### src/rtl/prio_encoder_rr_pkg.sv
// Shared definitions for the round-robin / fixed-priority encoder.
// Holds the mode encodings and the index-width helper.
package prio_enc_pkg;

  localparam logic MODE_FIXED = 1'b0;
  localparam logic MODE_RR    = 1'b1;

  // Index width for n requests, never narrower than one bit.
  function automatic int unsigned idx_width(input int unsigned n);
    return (n <= 2) ? 1 : $clog2(n);
  endfunction

endpackage

### src/rtl/prio_encoder_rr_if.sv
// Request/result bundle between request sources, the encoder and its consumer.
// The slave modport is the encoder side; the master modport is the environment side.
interface prio_encoder_rr_if
  import prio_enc_pkg::*;
#(
  parameter int unsigned N = 8,
  parameter int unsigned W = idx_width(N)
);
   logic [N-1:0] req;
   logic         mode;
   logic         out_valid;
   logic         out_ready;
   logic [W-1:0] out_idx;
   logic [N-1:0] out_onehot;
   logic         out_multi;

   modport master (
      output req,
      output mode,
      output out_ready,
      input  out_valid,
      input  out_idx,
      input  out_onehot,
      input  out_multi
   );

   modport slave (
      input  req,
      input  mode,
      input  out_ready,
      output out_valid,
      output out_idx,
      output out_onehot,
      output out_multi
   );

endinterface

### src/rtl/prio_encoder_rr_pick.sv
// Combinational request picker: highest-index fixed priority, or round-robin from ptr
// with wrap handled by searching a double-width {req, req masked to >= ptr} vector.
module prio_pick
  import prio_enc_pkg::*;
#(
   parameter int unsigned N = 8,
   parameter int unsigned W = idx_width(N)
) (
   input  logic [N-1:0] req,
   input  logic [W-1:0] ptr,
   input  logic         mode,
   output logic [W-1:0] idx,
   output logic [N-1:0] onehot,
   output logic         any,
   output logic         multi
);

   logic [W-1:0]   fix_idx;
   logic [W-1:0]   rr_idx;
   logic [W:0]     rr_pos;
   logic [N-1:0]   masked;
   logic [2*N-1:0] dbl;

   always_comb begin
      fix_idx = '0;
      for (int i = 0; i < N; i++) begin
         if (req[i]) fix_idx = W'(i);
      end
   end

   always_comb begin
      masked = '0;
      for (int i = 0; i < N; i++) begin
         masked[i] = req[i] && (i >= int'(ptr));
      end
      dbl = {req, masked};
      // Lowest set bit wins; the upper copy only matters when nothing is at or above ptr.
      rr_pos = '0;
      for (int j = 2 * N - 1; j >= 0; j--) begin
         if (dbl[j]) rr_pos = (W + 1)'(j);
      end
      if (rr_pos >= (W + 1)'(N)) rr_idx = W'(rr_pos - (W + 1)'(N));
      else                       rr_idx = W'(rr_pos);
   end

   always_comb begin
      idx = (mode == MODE_RR) ? rr_idx : fix_idx;
      onehot = '0;
      for (int i = 0; i < N; i++) begin
         onehot[i] = (idx == W'(i));
      end
      any   = |req;
      multi = ($countones(req) > 1);
   end

endmodule

### src/rtl/prio_encoder_rr.sv
// Registered N-to-log2(N) encoder with a single-entry valid/ready output stage.
// Holds the result register, capture/accept control and the round-robin pointer.
module prio_encoder_rr
  import prio_enc_pkg::*;
#(
   parameter int unsigned N = 8,
   parameter int unsigned W = idx_width(N)
) (
   input logic              clk,
   input logic              rst,
   prio_encoder_rr_if.slave bus
);

   logic [W-1:0] pick_idx;
   logic [N-1:0] pick_onehot;
   logic         pick_any;
   logic         pick_multi;

   logic         valid_q;
   logic [W-1:0] idx_q;
   logic [N-1:0] onehot_q;
   logic         multi_q;
   logic         mode_q;
   logic [W-1:0] ptr_q;

   logic         capture;
   logic         accept;

   // The search always sees the registered ptr, never the same-cycle update.
   prio_pick #(
      .N (N),
      .W (W)
   ) u_pick (
      .req    (bus.req),
      .ptr    (ptr_q),
      .mode   (bus.mode),
      .idx    (pick_idx),
      .onehot (pick_onehot),
      .any    (pick_any),
      .multi  (pick_multi)
   );

   assign accept  = valid_q && bus.out_ready;
   assign capture = pick_any && (!valid_q || bus.out_ready);

   always_ff @(posedge clk) begin
      if (rst) begin
         valid_q  <= 1'b0;
         idx_q    <= '0;
         onehot_q <= '0;
         multi_q  <= 1'b0;
         mode_q   <= MODE_FIXED;
         ptr_q    <= '0;
      end else begin
         if (accept && (mode_q == MODE_RR)) begin
            ptr_q <= (idx_q == W'(N - 1)) ? '0 : idx_q + 1'b1;
         end
         if (capture) begin
            valid_q  <= 1'b1;
            idx_q    <= pick_idx;
            onehot_q <= pick_onehot;
            multi_q  <= pick_multi;
            mode_q   <= bus.mode;
         end else if (accept) begin
            valid_q <= 1'b0;
         end
      end
   end

   assign bus.out_valid  = valid_q;
   assign bus.out_idx    = idx_q;
   assign bus.out_onehot = onehot_q;
   assign bus.out_multi  = multi_q;

endmodule

### src/flat_wrapper.sv
// flat-port wrapper written by rule: the top's interface ports become plain ports
module prio_encoder_rr_flat import prio_enc_pkg::*;
#(
   parameter int unsigned N = 8,
   parameter int unsigned W = idx_width(N)
)
  (clk, rst, bus_req, bus_mode, bus_out_ready, bus_out_valid, bus_out_idx, bus_out_onehot, bus_out_multi);
  prio_encoder_rr_if #(.N(N), .W(W)) bus_i ();
  input logic clk;
  input logic rst;
  input wire logic [$bits(bus_i.req)-1:0] bus_req;
  input wire logic [$bits(bus_i.mode)-1:0] bus_mode;
  input wire logic [$bits(bus_i.out_ready)-1:0] bus_out_ready;
  output wire logic [$bits(bus_i.out_valid)-1:0] bus_out_valid;
  output wire logic [$bits(bus_i.out_idx)-1:0] bus_out_idx;
  output wire logic [$bits(bus_i.out_onehot)-1:0] bus_out_onehot;
  output wire logic [$bits(bus_i.out_multi)-1:0] bus_out_multi;
  assign bus_i.req = bus_req;
  assign bus_i.mode = bus_mode;
  assign bus_i.out_ready = bus_out_ready;
  assign bus_out_valid = bus_i.out_valid;
  assign bus_out_idx = bus_i.out_idx;
  assign bus_out_onehot = bus_i.out_onehot;
  assign bus_out_multi = bus_i.out_multi;
  prio_encoder_rr #(.N(N), .W(W)) u_core (.clk(clk), .rst(rst), .bus(bus_i));
endmodule
### config.mk
export PLATFORM = sky130hd
export DESIGN_NAME = prio_encoder_rr_flat
export DESIGN_NICKNAME = d
export VERILOG_FILES = /design/src/rtl/prio_encoder_rr_pkg.sv /design/src/rtl/prio_encoder_rr_if.sv /design/src/rtl/prio_encoder_rr_pick.sv /design/src/rtl/prio_encoder_rr.sv /design/src/flat_wrapper.sv
export SDC_FILE = /design/constraint.sdc
export NUM_CORES = 1
export LEC_CHECK = 0
export CAP_MARGIN = 20
export CORE_MARGIN = 8
export CORE_UTILIZATION = 50
export DETAILED_ROUTE_END_ITERATION = 7
export PLACE_DENSITY = 0.78
export SYNTH_ARGS = -nofsm -noshare
export SYNTH_HDL_FRONTEND = slang
export SYNTH_SLANG_ARGS = --single-unit
### constraint.sdc
create_clock -name clk -period 4.4 [get_ports clk]
set_input_delay 1.32 -clock clk [delete_from_list [all_inputs] [get_ports clk]]
set_output_delay 1.32 -clock clk [all_outputs]
set_load 0.005 [all_outputs]
==> summary.md, run 1 <==
| Metric | Value |
|---|---|
| Gpl congestion | `0.877` |
| Wire length per cell | `roughly 16 um` |
| Row count | `17` |
| Crit path largest cell delay | `roughly 0.56 ns` |
| Clock power frac | `0.221` |
| Vias | `1,135` |
| Switching power | `~120 uW` |
| Final global-route overflow total | `0` |
| TritonCTS clock tree | `done` |
| Post-Synthesis Cells | `136` |
| Cts hold-fix bufs | `0` |
| Slew Viols, Final | `0` |
| Ys flop type | `dfxtp_1` |
| PwrDens | `around 250 mW/mm^2` |
| Pre-CTS worst setup slack | `-0.0374 ns` |
| Flops & latches, synth | `17` |
| Final Net Count | `185` |
| Worst slew pin tran | `about 0.95 ns` |
| Final setup viols | `0` |
| Max-cap violations | `0` |
| Sequential-to-total area share from yosys stat | `0.284` |
| Mean Syn Cell Area | `8.81 sq um` |
| Int Power | `approximately 260 uW` |
| Reg clk slew, reported paths | `around 0.10 ns` |
| Delay-heaviest family, CP | `adder cells` |
| Switching Share | `0.311` |
| Worst-path cell chain | `clkdlybuf4s50_1 > fa_1 > inv_1 > fa_1 > fa_1 > inv_1 > ha_1 > inv_1 > fa_1 > inv_1 > o21ai_0 > a311oi_1` |
| Final Hold Vio Count | `0` |
| Post_cts resized | `0` |
| Final worst path period need | `slightly above 4 ns` |
| Top cell type's share of synthesized area | `0.284` |
| Outcome | `complete, no violations` |
| Max Fanout on Critical Path | `2` |
| Synthesized area | `around 0.0012 sq mm` |
| Placed insts | `around 190` |
| WP buf/inv | `5` |
| CP Data Required Time | `between 4 and 5 ns` |
| # Post-CTS Setup Buffers | `0` |
| Die width | `around 65 um` |
| Final Instance Area | `~0.0015 sq mm` |
| Crit path kind | `in -> reg` |
| Final HPWL DP | `roughly 2400 um` |
| Hold WC Path Type | `reg -> reg` |
| GRT Overall Usage | `0.151` |
| Multi-input combinational cell area | `768 sq um` |
| CP Launch Type | `input pin` |
| Dominant cells by area after synthesis | `dfxtp_1 28%, fa_1 6.7%, ha_1 6.3%, nor2_1 4.7%, inv_1 3.8%` |
| Placed Area | `approximately 0.0015 sq mm` |
| Count of cell types in the netlist | `between 40 and 50` |
| FMAX | `244 MHz` |
| Cell taking the most area after synthesis | `dfxtp_1` |
| Most numerous cell in the Yosys netlist | `dfxtp_1` |
| Layout cell share with drive strength beyond 1 | `0.148` |
| Initial antenna violation count | `0` |
| Port buffer count | `24` |
| Clock sinks | `17` |
| Post-Route WL | `2950 um` |
| FFs w/ async S/R, synth | `0` |
| Clk_lat worst skew | `approximately 0.3 ns` |
| # diodes | `0` |
| Unrepaired setup endpoints after global routing | `false` |
| YS warnings | `0` |
| Comb power frac | `0.324` |
| Worst setup EP type | `flop` |
| Post-route insts no fill | `190` |
| DRC | `0` |
| # fillers | `approximately 180` |
| Pre-Repair DR Iteration Count | `4` |
| Clk_skew | `around 0.012 ns` |
| Vias per Instance | `around 6` |
| Register area | `roughly 340 sq um` |
| Starting density of the core | `0.537` |
| Net Count, Synth | `approximately 160` |
| Die footprint | `0.00422 sq mm` |
| Critical Path Slowest Stage Cell | `fa_1` |
| Min setup slack post-route | `approximately 0.3 ns` |
| Num CTS Buffers | `3` |
| WP data arrival | `roughly 4.3 ns` |
| Core Area | `around 0.0022 sq mm` |
| Final TNS setup | `0 ns` |
| Tcrit/Tclk final | `0.932` |
| Largest net degree at the start of global routing | `14` |
| Die H | `65.0 um` |
| IO Count | `25` |
| Vias in the first global route | `1,161` |
| CTS max path bufs | `2` |
| LEAKAGE | `between 0.0006 and 0.0007 uW` |
| DR iter-0 viols | `between 50 and 60` |
| Hold WS | `roughly 0.46 ns` |
| Detail Route Antenna Nets | `0` |
| Clk root buf | `clkbuf_4` |
| Sequential share of power | `0.455` |
| Number of synthesized flops with an enable pin | `0` |
| First-pass GRT wire length | `5200 um` |
| Worst vdd ir | `about 0.15 mV` |
| Area Growth Syn to Fin | `25.3%` |
| H-Tree Depth | `1` |
| Slew headroom | `0.366` |
| Commonest cells in the netlist | `17 x dfxtp_1, 15 x nor2_1, 12 x inv_1` |
[routing by layer]
layer	global-route usage	up-vias	routed length (um)
met4	0.0872	0	68
met5	0	-	0
li1	-	557	-
met2	0.256	24	1440
met1	0.176	547	1350
met3	0.0223	7	84
[sequential cells by signal (all words and copies together) (netlist names)]
signal,flops
u_core.ptr_q,3
u_core.mode_q,1
u_core.bus.out_multi,1
u_core.bus.out_onehot,8
u_core.bus.out_idx,3
u_core.bus.out_valid,1
[cell families (layout without fill, tap and decap cells)]
group,Yosys count,count (layout),synth area share
AOI/OAI and AO/OA,43,43,0.290
adders and majority gates,10,10,0.129
muxes,3,3,0.0251
buffers and inverters,21,47,0.0752
and+or+nand+nor,42,42,0.196
DFF,17,17,0.284
[final timing paths]
kind                                    startpoint                                     to  slack (ns)  cells past startpoint
max                                     bus_req[0]      u_core.bus.out_multi$_SDFFE_PP0P_        0.30                     12
min          u_core.bus.out_onehot[5]$_SDFFE_PP0P_  u_core.bus.out_onehot[5]$_SDFFE_PP0P_        0.46                      2
max reg2reg      u_core.bus.out_valid$_SDFFE_PP0P_  u_core.bus.out_onehot[4]$_SDFFE_PP0P_        2.34                      5
min reg2reg  u_core.bus.out_onehot[5]$_SDFFE_PP0P_  u_core.bus.out_onehot[5]$_SDFFE_PP0P_        0.46                      2
[stage by stage]
step                utilization  total power [uW]
floorplan                     -               245
global placement          0.660               289
detailed placement        0.660               296
CTS                       0.672               378
global route              0.672               400
finish                    0.672               374
[cell type report]
class | count | share of cell area
Multi-Input combinational cell | 98 | 0.512
Clock inverter | 1 | 0.00333
Inverter | 14 | 0.0350
Clock buffer | 3 | 0.0150
Tap cell | 28 | 0.0233
Sequential cell | 17 | 0.227
Timing Repair Buffer | 29 | 0.185
[cell usage in the layout, fill, tap and decap left out, types with 2 or more instances in the layout]
cell type | Yosys | layout
inv_2 | 2 | 2
dfxtp_1 | 17 | 17
a21oi_1 | 5 | 5
buf_4 | 0 | 5
inv_1 | 12 | 12
nand2_1 | 6 | 6
nor3_1 | 2 | 2
o21ai_0 | 3 | 3
clkbuf_4 | 0 | 3
ha_1 | 6 | 6
a32o_1 | 4 | 4
nor2b_1 | 4 | 4
fa_1 | 4 | 4
a211oi_1 | 3 | 3
nand2b_1 | 2 | 2
a311oi_1 | 2 | 2
nor2_1 | 15 | 15
nand3_1 | 6 | 6
clkdlybuf4s50_1 | 0 | 24
o31ai_1 | 5 | 5
mux2i_1 | 3 | 3
[power groups by stage]
stage	registers, uW	logic (uW)	clock network, uW
global placement	174	116	0
finish	170	121	82.7
global route	172	136	91.7
detailed placement	174	122	0
CTS	170	122	85.5
floorplan	173	72.3	0
[worst min-delay path: stages (launching register included)]
cell and delay, ns:
dfxtp_1 0.32, nand2_1 0.05, o31ai_1 0.05
No activity file was read; power rests on OpenSTA's default activity.
==> run 2: changes to the inputs <==
CORE_UTILIZATION = 45   (was 50)
PLACE_DENSITY = 0.75   (was 0.78)
clock period = 3.7 ns   (was 4.4 ns; I/O delays follow)
==> summary.md, run 2 (synthesis gave the netlist of run 1 again) <==
| Metric | Value |
|---|---|
| Outcome | `complete, no violations` |
| Layout cell share with drive strength beyond 1 | `0.195 (+0.0470)` |
| DR iter-0 viols | `111 (+110%)` |
| Row count | `18 (+1)` |
| DRC | `0 (unchanged)` |
| Clk_skew | `0.00971 ns (-0.00232 ns)` |
| Final Hold Vio Count | `0 (unchanged)` |
| Die width | `67.6 um (+4.1%)` |
| Final setup viols | `0 (unchanged)` |
| FMAX | `between 200 and 300 MHz` |
| Clk root buf | `clkbuf_4` |
| Gpl congestion | `0.896 (+2.2%)` |
| Clock power frac | `0.217 (-0.004)` |
| Post-Route WL | `2980 um (+1.1%)` |
| Min setup slack post-route | `0.152 ns (-0.146 ns)` |
| First-pass GRT wire length | `5160 um (-0.65%)` |
| Unrepaired setup endpoints after global routing | `false` |
| Wire length per cell | `15.4 um (-1.0%)` |
| Sequential share of power | `0.452 (-0.003)` |
| Detail Route Antenna Nets | `0 (unchanged)` |
| Multi-input combinational cell area | `773 sq um (+0.65%)` |
| Comb power frac | `0.331 (+0.007)` |
| Worst slew pin tran | `0.450 ns (-0.497 ns)` |
| PwrDens | `297 mW/mm^2 (+19%)` |
| Slew Viols, Final | `0 (unchanged)` |
| Critical Path Slowest Stage Cell | `fa_1` |
| Num CTS Buffers | `3 (unchanged)` |
| Switching power | `140 uW (+20%)` |
| Pre-Repair DR Iteration Count | `4 (unchanged)` |
| Final Net Count | `187 (+1.1%)` |
| Port buffer count | `24 (unchanged)` |
| Die footprint | `0.00457 sq mm (+8.3%)` |
| H-Tree Depth | `1 (unchanged)` |
| GRT Overall Usage | `0.143 (-0.00750)` |
| Int Power | `308 uW (+20%)` |
| Die H | `67.6 um (+4.1%)` |
| Clock sinks | `17 (unchanged)` |
| # Post-CTS Setup Buffers | `0 (unchanged)` |
| Starting density of the core | `0.479 (-0.0572)` |
| # diodes | `0 (unchanged)` |
| R2r setup slk | `1.81 ns (-0.53 ns)` |
| Vias | `1,120 (-1.3%)` |
| Register area | `340 sq um (unchanged)` |
| Area Growth Syn to Fin | `26.1%` |
| Max FFs per register | `8 (unchanged)` |
| Worst vdd ir | `0.208 mV (+35%)` |
| Final worst path period need | `roughly 3.5 ns` |
| Reg clk slew, reported paths | `0.10 ns (about the same)` |
| Largest net degree at the start of global routing | `14 (unchanged)` |
| Commonest cells after routing, fill and taps aside | `21 x clkdlybuf4s50_1, 17 x dfxtp_1, 15 x nor2_1` |
| Commonest non-fill, non-tap cell in the layout | `clkdlybuf4s50_1` |
| Pre-CTS worst setup slack | `-0.595 ns (-0.558 ns)` |
| Hold WC Path Type | `reg -> reg` |
| Clk_lat worst skew | `0.29 ns (about the same)` |
| Slew headroom | `0.700 (+0.334)` |
| Core Area | `0.00250 sq mm (+12%)` |
| TritonCTS clock tree | `done` |
| CP Launch Type | `input pin` |
| Vias per Instance | `5.77 (-3.4%)` |
| WP data arrival | `3.75 ns (-0.56 ns)` |
| Crit path kind | `in -> reg` |
| IO Count | `25 (unchanged)` |
| Max Fanout on Critical Path | `6 (+4)` |
| CP Data Required Time | `3.90 ns (-0.70 ns)` |
| Vias in the first global route | `1,111 (-4.3%)` |
| Final TNS setup | `0 ns (unchanged)` |
| # fillers | `244 (+37%)` |
| Max-cap violations | `0 (unchanged)` |
| CTS max path bufs | `2 (unchanged)` |
| Initial antenna violation count | `0 (unchanged)` |
| Tcrit/Tclk final | `0.959` |
| Switching Share | `0.312 (+0.00101)` |
| Worst setup EP type | `flop` |
| Worst-path cell chain | `buf_4 > fa_1 > inv_1 > fa_1 > fa_1 > inv_1 > ha_2 > inv_1 > fa_2 > inv_2 > o21ai_0 > a311oi_1` |
| Final global-route overflow total | `0 (unchanged)` |
| Crit path largest cell delay | `0.53 ns (-0.03 ns)` |
| Final HPWL DP | `2470 um (+2.7%)` |
| LEAKAGE | `0.000631 uW (+1.1%)` |
run 2: final timing paths:
check	start	depth (start not counted)	endpoint
max	bus_req[0]	12	u_core.bus.out_multi$_SDFFE_PP0P_
min reg2reg	u_core.bus.out_onehot[1]$_SDFFE_PP0P_	2	u_core.bus.out_onehot[1]$_SDFFE_PP0P_
max reg2reg	u_core.ptr_q[2]$_SDFFE_PP0P_	5	u_core.bus.out_onehot[4]$_SDFFE_PP0P_
min	u_core.bus.out_onehot[1]$_SDFFE_PP0P_	2	u_core.bus.out_onehot[1]$_SDFFE_PP0P_
run 2: cell type report:
| class | instances | area share |
|---|---|---|
| Clock inverter | 1 | 0.00331 |
| Timing Repair Buffer | 31 | 0.185 |
| Inverter | 14 | 0.0348 |
| Sequential cell | 17 | 0.225 |
| Clock buffer | 3 | 0.0149 |
| Multi-Input combinational cell | 98 | 0.512 |
| Tap cell | 30 | 0.0248 |
run 2: power groups by stage:
stage               clock, uW  sequential (uW)  combinational, uW
floorplan                   0              205               86.0
global placement            0              206                142
detailed placement          0              207                147
CTS                       100              203                147
global route              113              205                166
finish                   97.4              202                148
run 2: metrics by stage:
| stage | cell area, sq um | util | cells | total power (uW) | hold slack (ns) |
|---|---|---|---|---|---|
| 6_report | 1510 | 0.605 | 194 | 448 | 0.462 |
| 5_1_grt | 1510 | 0.605 | 194 | 484 | 0.491 |
| 4_1_cts | 1520 | 0.607 | 194 | 450 | 0.465 |
| 3_5_place_dp | 1490 | 0.597 | 190 | 354 | 0.445 |
| 3_3_place_gp | 1490 | 0.597 | 190 | 348 | 0.437 |
| 2_1_floorplan | 1200 | - | 136 | 291 | 0.449 |
run 2: what timing repair did:
action                                  in CTS  in global routing
gates resized for setup                      5                 11
pin swaps                                    2                  4
endpoints found under the setup margin       1                  1
hold buffers                                 0                  0
run 2: routing by layer:
layer	track usage	vias up	part of all wire
li1	-	558	-
met2	0.221	46	0.45
met5	0	-	0
met4	0.0574	0	0.015
met3	0.0232	4	0.072
met1	0.192	512	0.46
run 2: worst max-delay path, delay by kind of cell:
family                   cells  cell delay (ns)
adder cells (fa/ha/maj)      5             1.97
AO/OA/AOI/OAI                2             0.31
buffers and inverters        5             0.37
==> run 3: changes to the inputs <==
CORE_ASPECT_RATIO = 0.9   (was unset)
PLACE_DENSITY = 0.78   (was 0.75)
==> summary.md, run 3 (synthesis gave the netlist of run 1 again) <==
| Metric | Value |
|---|---|
| Commonest cells after routing, fill and taps aside | `21 x clkdlybuf4s50_1, 17 x dfxtp_1, 15 x nor2_1` |
| Clock sinks | `17 (unchanged)` |
| Clk_skew | `0.00169 ns (-0.00802 ns)` |
| Placed insts | `189 (-0.53%)` |
| CP Data Required Time | `3.91 ns (about the same)` |
| Final global-route overflow total | `0 (unchanged)` |
| # fillers | `215 (-12%)` |
| Die footprint | `0.00457 sq mm (about the same)` |
| Max Fanout on Critical Path | `2 (-4)` |
| Core Area | `0.00249 sq mm (-0.45%)` |
| Row count | `17 (-1)` |
| Max-cap violations | `0 (unchanged)` |
| Hold WC Path Type | `reg -> reg` |
| Reg clk slew, reported paths | `0.10 ns (about the same)` |
| Largest net degree at the start of global routing | `14 (unchanged)` |
| Final Hold Vio Count | `0 (unchanged)` |
| Area Growth Syn to Fin | `27.1%` |
| PwrDens | `301 mW/mm^2 (+1.4%)` |
| WP buf/inv | `4 (-1)` |
| Gpl congestion | `0.905 (+0.98%)` |
| GRT Overall Usage | `0.134 (-0.00945)` |
| Slew headroom | `0.688 (-0.0119)` |
| Min setup slack post-route | `0.0825 ns (-0.0693 ns)` |
| Slew Viols, Final | `0 (unchanged)` |
| FMAX | `276 MHz (-1.9%)` |
| CTS max path bufs | `2 (unchanged)` |
| Overall Power | `458 uW (+2.2%)` |
| Final setup viols | `0 (unchanged)` |
| Final Util | `0.612 (+0.00776)` |
| Outcome | `complete, no violations` |
| DR iter-0 viols | `84 (-24%)` |
| DRC | `0 (unchanged)` |
| Worst vdd ir | `0.214 mV (+2.5%)` |
| First-pass GRT wire length | `5220 um (+1.1%)` |
| Final worst path period need | `3.62 ns (+0.0693 ns)` |
| Port buffer count | `24 (unchanged)` |
| Worst setup EP type | `flop` |
| Crit path kind | `in -> reg` |
| WP data arrival | `3.83 ns (+0.08 ns)` |
| Critical Path Slowest Stage Cell | `fa_1` |
| Post-Route WL | `3090 um (+3.8%)` |
| Tcrit/Tclk final | `0.978 (+0.0187)` |
| Pre-CTS worst setup slack | `-0.500 ns (+0.0955 ns)` |
| Clk root buf | `clkbuf_4` |
| Initial antenna violation count | `0 (unchanged)` |
| Delay-heaviest family, CP | `adder cells` |
| Vias per Instance | `5.84 (+1.2%)` |
| Vias in the first global route | `1,160 (+4.4%)` |
| Num CTS Buffers | `3 (unchanged)` |
| TritonCTS clock tree | `done` |
| Worst slew pin tran | `0.468 ns (+0.0178 ns)` |
| Post-route insts no fill | `194 (unchanged)` |
| Commonest non-fill, non-tap cell in the layout | `clkdlybuf4s50_1` |
| Die H | `65.0 um (-3.9%)` |
| Layout cell share with drive strength beyond 1 | `0.199 (+0.00367)` |
| Wire length per cell | `15.9 um (+3.8%)` |
| Critical Path Most Common Cell | `fa_1` |
| Crit path largest cell delay | `0.56 ns (+0.03 ns)` |
| Pre-Repair DR Iteration Count | `4 (unchanged)` |
| Final Net Count | `189 (+1.1%)` |
| LEAKAGE | `0.000641 uW (+1.6%)` |
| H-Tree Depth | `1 (unchanged)` |
| Clk_lat worst skew | `0.29 ns (about the same)` |
| CP Launch Type | `input pin` |
| Vias | `1,133 (+1.2%)` |
| Worst-path cell chain | `clkdlybuf4s15_1 > fa_1 > inv_2 > fa_1 > fa_1 > inv_1 > ha_2 > inv_2 > fa_1 > a311oi_1` |
| # diodes | `0 (unchanged)` |
| Final HPWL DP | `2460 um (-0.30%)` |
| Die width | `70.4 um (+4.1%)` |
| Starting density of the core | `0.482 (+0.00217)` |
| IO Count | `25 (unchanged)` |
| Max FFs per register | `8 (unchanged)` |
| Detail Route Antenna Nets | `0 (unchanged)` |
==> run 3: changes by cell type in the layout (fill, tap and decap cells not counted) <==
| cell | previous run | this run |
|---|---|---|
| inv_1 | 11 | 10 |
| buf_4 | 8 | 9 |
| o21ai_1 | 1 | 2 |
| fa_2 | 1 | 0 |
| inv_2 | 3 | 4 |
| clkdlybuf4s15_1 | 0 | 1 |
| fa_1 | 3 | 4 |
| o21ai_0 | 3 | 2 |
==> run 3: power by group <==
part / total, uW / internal, uW / switching [uW]
clock network: 101 / 40.3 / 60.2
registers: 203 / 194 / 8.76
logic: 155 / 78.1 / 76.9
==> run 3: area by class of cell <==
class                      instances  area, sq um  area share
inverter                          14         52.6      0.0345
clock buffer                       3         22.5      0.0148
sequential                        17          340       0.223
multi-input combinational         98          771       0.506
timing repair buffer              33          298       0.195
clock inverter                     1         5.00     0.00328
tap                               28         35.0      0.0230
==> run 3: timing repair <==
action                     CTS  global route
setup endpoints to repair    1             1
hold buffers                 0             0
pin swaps                    0             4
resized for setup            3             9
setup buffers                0             1
==> run 3: final timing paths <==
| check | start | to | slack (ns) | cells after the start |
|---|---|---|---|---|
| min | u_core.bus.out_onehot[5]$_SDFFE_PP0P_ | u_core.bus.out_onehot[5]$_SDFFE_PP0P_ | 0.47 | 2 |
| max reg2reg | u_core.ptr_q[2]$_SDFFE_PP0P_ | u_core.bus.out_onehot[4]$_SDFFE_PP0P_ | 1.79 | 5 |
| max | bus_req[3] | u_core.bus.out_multi$_SDFFE_PP0P_ | 0.08 | 10 |
| min reg2reg | u_core.bus.out_onehot[5]$_SDFFE_PP0P_ | u_core.bus.out_onehot[5]$_SDFFE_PP0P_ | 0.47 | 2 |
==> run 3: tightest hold or removal path, delay by kind of cell, from the launching register on <==
family / cells / cell delay [ns]
AND/OR/NAND/NOR: 1 / 0.05
flip-flops: 1 / 0.32
AO/OA/AOI/OAI: 1 / 0.05
==> run 3: through the flow <==
step                hold slack [ns]  instance area, sq um  TNS (ns)
floorplan                     0.449                  1200         0
global placement              0.441                  1500    -0.436
detailed placement            0.447                  1500    -0.500
CTS                           0.467                  1520         0
global route                  0.487                  1520   -0.0201
finish                        0.467                  1520         0
==> run 3: per-layer routing <==
metal  vias to the layer above  part of all wire  GRT usage
met2                        35              0.53      0.238
met5                         -                 0          0
met1                       539              0.41      0.150
met4                         0            0.0039     0.0401
met3                         2             0.059     0.0396
li1                        557                 -          -
==> patch 1 (config.mk and constraints of run 1) <==
`N` is set to 8 in 4 places; all go to 7.
--- a/src/rtl/prio_encoder_rr_if.sv
+++ b/src/rtl/prio_encoder_rr_if.sv
@@ -3,7 +3,7 @@
 interface prio_encoder_rr_if
   import prio_enc_pkg::*;
 #(
-  parameter int unsigned N = 8,
+  parameter int unsigned N = 7,
   parameter int unsigned W = idx_width(N)
 );
    logic [N-1:0] req;
--- a/src/rtl/prio_encoder_rr_pick.sv
+++ b/src/rtl/prio_encoder_rr_pick.sv
@@ -3,7 +3,7 @@
 module prio_pick
   import prio_enc_pkg::*;
 #(
-   parameter int unsigned N = 8,
+   parameter int unsigned N = 7,
    parameter int unsigned W = idx_width(N)
 ) (
    input  logic [N-1:0] req,
--- a/src/rtl/prio_encoder_rr.sv
+++ b/src/rtl/prio_encoder_rr.sv
@@ -3,7 +3,7 @@
 module prio_encoder_rr
   import prio_enc_pkg::*;
 #(
-   parameter int unsigned N = 8,
+   parameter int unsigned N = 7,
    parameter int unsigned W = idx_width(N)
 ) (
    input logic              clk,
--- a/src/flat_wrapper.sv
+++ b/src/flat_wrapper.sv
@@ -1,7 +1,7 @@
 // flat-port wrapper written by rule: the top's interface ports become plain ports
 module prio_encoder_rr_flat import prio_enc_pkg::*;
 #(
-   parameter int unsigned N = 8,
+   parameter int unsigned N = 7,
    parameter int unsigned W = idx_width(N)
 )
   (clk, rst, bus_req, bus_mode, bus_out_ready, bus_out_valid, bus_out_idx, bus_out_onehot, bus_out_multi);
Ports: changed (resized bus_out_onehot and bus_req); port bits go from 25 to 23. The function was not compared with the original's and may differ.
==> patch 1 against run 1 <==
Largest power group unchanged; routed wire length up 6.3%; clock skew down 0.0068 ns; critical path type unchanged; setup slack worse by 0.039 ns; largest cell class unchanged; final cell count up 8.4%; area after synthesis up 2.4%; total power up 3.0%; final area up 1.7%; sequential cell count down 1.
==> patch 1: results (changes against run 1) <==
Timing
  • Slew of the pin with the lowest slew margin: 0.475 ns (-0.472 ns)

Detailed routing
  • Number of vias after detailed routing: 1214 (+7.0%)

Setup path
  • Highest-delay cell along the critical path: sky130_fd_sc_hd__clkdlybuf4s50_1
  • Arrival time at the worst endpoint: 4.38 ns (+0.07 ns)
  • Reg-to-reg startpoint: u_core.ptr_q[0]$_SDFFE_PP0P_
  • Delay of the slowest critical-path stage: 0.59 ns (+0.03 ns)
  • CP Max Fanout: 5 (+3)

Status
  • Status: completed

Yosys
  • Post-synthesis compound-gate area fraction: 28.0% (-0.99 points)
  • Cells taking the most area after synthesis: sky130_fd_sc_hd__dfxtp_1, sky130_fd_sc_hd__nor2_1, sky130_fd_sc_hd__fa_1, sky130_fd_sc_hd__a21oi_1, sky130_fd_sc_hd__nand2_1
  • Fraction of synthesized area in multiplexers: 3.36% (+0.86 points)
  • Synthesized area per cell: 8.18 um^2 (-7.2%)
  • Net count after synthesis: 167 (+5.7%)
  • Count of cell types in the netlist: 52 (+6.1%)

Hold path
  • Hold path startpoint: u_core.bus.out_onehot[0]$_SDFFE_PP0P_

GRT
  • First-pass GRT wire length: 5150 um (-0.92%)

Finish
  • Largest register FFs: 7 (-1)
  • Share of post-route cells with drive strength above 1: 15.9% (+1.1 points)
  • Number of cells in the finished layout apart from fillers: 206 (+8.4%)
  • Fin nets: 194 (+4.9%)

Pwr
  • P_leak: 0.613 nW (-1.7%)
  • Worst vdd rail ir drop: 0.201 mV (+30%)

Placement
  • HPWL after DPL: 2470 um (+2.6%)
  • Post-placement worst setup slack: -0.00510 ns (+0.0323 ns)
  • Routability cong.: 0.863 (-1.6%)
==> patch 1: cell count changes after synthesis, sizes merged, moves of 3 or more <==
cell / change
nand3: -3
o21a: +3
nor2: +3
nand2: +8
o21ai: +4
a21oi: +4
ha: -3
o31ai: -6
buf: +3
==> patch 1: worst paths after layout <==
kind	endpoint	slack [ns]	cells past startpoint
setup reg to reg	u_core.bus.out_onehot[4]$_SDFFE_PP0P_	1.35	10
setup / recovery	u_core.bus.out_onehot[4]$_SDFFE_PP0P_	0.26	12
hold / removal	u_core.bus.out_onehot[0]$_SDFFE_PP0P_	0.46	2
hold reg to reg	u_core.bus.out_onehot[0]$_SDFFE_PP0P_	0.46	2
==> patch 1: final cells by class <==
| class | instances | area (um^2) |
|---|---|---|
| clock buffer | 4 | 36.3 |
| fill | 215 | 883 |
| inverter | 12 | 45.0 |
| multi-input combinational | 112 | 792 |
| sequential | 16 | 320 |
| tap | 30 | 37.5 |
| timing repair buffer | 32 | 295 |
==> patch 1: cell families after synthesis <==
logic type / Yosys count
compound gates: 45
xor+xnor: 1
fa+ha+maj: 6
buf+inv: 22
flops: 16
mux: 4
simple gates: 56
==> patch 1: layer usage <==
metal / share of wire (%) / vias to the layer above / wire (um) / global-route usage, %
li1: - / 590 / - / -
met2: 49 / 46 / 1540 / 24.2
met5: 0 / - / 0 / 0
met4: 2.1 / 0 / 65 / 7.63
met1: 43 / 568 / 1350 / 17.0
met3: 5.7 / 10 / 179 / 3.40
==> patch 1: report_power, final <==
group	switching [mW]	internal (mW)	total [mW]
combinational	0.0605	0.0617	0.122
sequential	0.00893	0.154	0.163
clock	0.0500	0.0505	0.100
==> patch 2 (settings of run 1) <==
Made on the original files. Reset style: asynchronous (`rst`), changed in one clocked block.
--- a/src/rtl/prio_encoder_rr.sv
+++ b/src/rtl/prio_encoder_rr.sv
@@ -43,7 +43,7 @@
    assign accept  = valid_q && bus.out_ready;
    assign capture = pick_any && (!valid_q || bus.out_ready);
 
-   always_ff @(posedge clk) begin
+   always_ff @(posedge clk or posedge rst) begin
       if (rst) begin
          valid_q  <= 1'b0;
          idx_q    <= '0;
Function: differs if rst is asserted again (counterexample within 4 cycles, from zero or initial values and one cycle with rst high); with rst held inactive, the same outputs for 10 cycles.
==> patch 2 against run 1 <==
Routed wire length increased by 2.6%; maximum frequency decreased by 2.5%; area after synthesis decreased by 0.10%; final area increased by 2.0%; sequential cell count unchanged; setup slack got worse by 0.11 ns; global-route usage decreased by 0.24 points.
Power is not compared: it rests on default switching activity, and its combinational part moved more than twofold at a synthesized area within 25%.
==> patch 2: results (changes against run 1) <==
Timing
  • Max Clock Skew: 0.00727 ns (-0.00476 ns)
  • Highest clock rate: 238 MHz (-2.5%)

Finish
  • Multi-input gate area in the final layout: 684 um^2 (-11%)
  • Sequential standard cell area: 425 um^2 (+25%)
  • Layout multi-input combinational cell count: 94 (-4.1%)
  • Final clock-cell share: 1.72% (-0.12 points)
  • Sequential cells: 17 (unchanged)
  • Fillers: 183 (+2.8%)

Yosys
  • Cells taking the most area after synthesis: sky130_fd_sc_hd__dfrtp_1, sky130_fd_sc_hd__fa_1, sky130_fd_sc_hd__ha_1, sky130_fd_sc_hd__o41ai_1, sky130_fd_sc_hd__inv_1
  • Sequential share of the synthesized area: 35.5% (+7.1 points)
  • Gate count after technology mapping: 134 (-1.5%)

Setup path
  • Worst reg2reg path endpoint: u_core.bus.out_onehot[4]$_DFFE_PP0P_
  • Arrival time at the worst endpoint: 4.39 ns (+0.08 ns)
  • Register-to-Register Setup Slack: 2.36 ns (+0.02 ns)

Placement
  • Post-placement worst setup slack: -0.0915 ns (-0.0541 ns)
  • HPWL after DPL: 2420 um (+0.64%)

Die
  • Die X: 64.9 um (about the same)

Status
  • Status: completed

GRT
  • Largest net degree at the start of global routing: 27 (+13)
  • Met3 demand-to-capacity share in global routing: 4.12% (+1.9 points)
  • Vias in the first global route: 1097 (-5.5%)
  • First-pass GRT wire length: 5120 um (-1.5%)

Detailed routing
  • Detailed route wirelength on metal2: 1460 um (+1.5%)
  • Met3 routed wirelength: 208 um (+150%)

Hold path
  • Worst hold endpoint: u_core.bus.out_multi$_DFFE_PP0P_
[patch 2: changes by cell type after synthesis, moves of 4 or more]
cell / run 1 / this run
sky130_fd_sc_hd__dfxtp_1: 17 / 0
sky130_fd_sc_hd__dfrtp_1: 0 / 17
sky130_fd_sc_hd__o41ai_1: 1 / 8
sky130_fd_sc_hd__nor2_1: 15 / 3
sky130_fd_sc_hd__nand2_1: 6 / 17
sky130_fd_sc_hd__a32o_1: 4 / 0
sky130_fd_sc_hd__inv_1: 12 / 18
sky130_fd_sc_hd__o21ai_0: 3 / 7
[patch 2: logic make-up after synthesis]
family	share of synthesized area, %
compound gates	30.0
fa+ha+maj	13.0
buf+inv	7.31
flops	35.5
mux	0.940
simple gates	13.3
[patch 2: power breakdown]
group / internal, mW / leakage, nW / switching, mW
Clock: 0.0353 / 0.0150 / 0.0473
Combinational: 0.138 / 0.455 / 0.139
Sequential: 0.194 / 0.213 / 0.0411
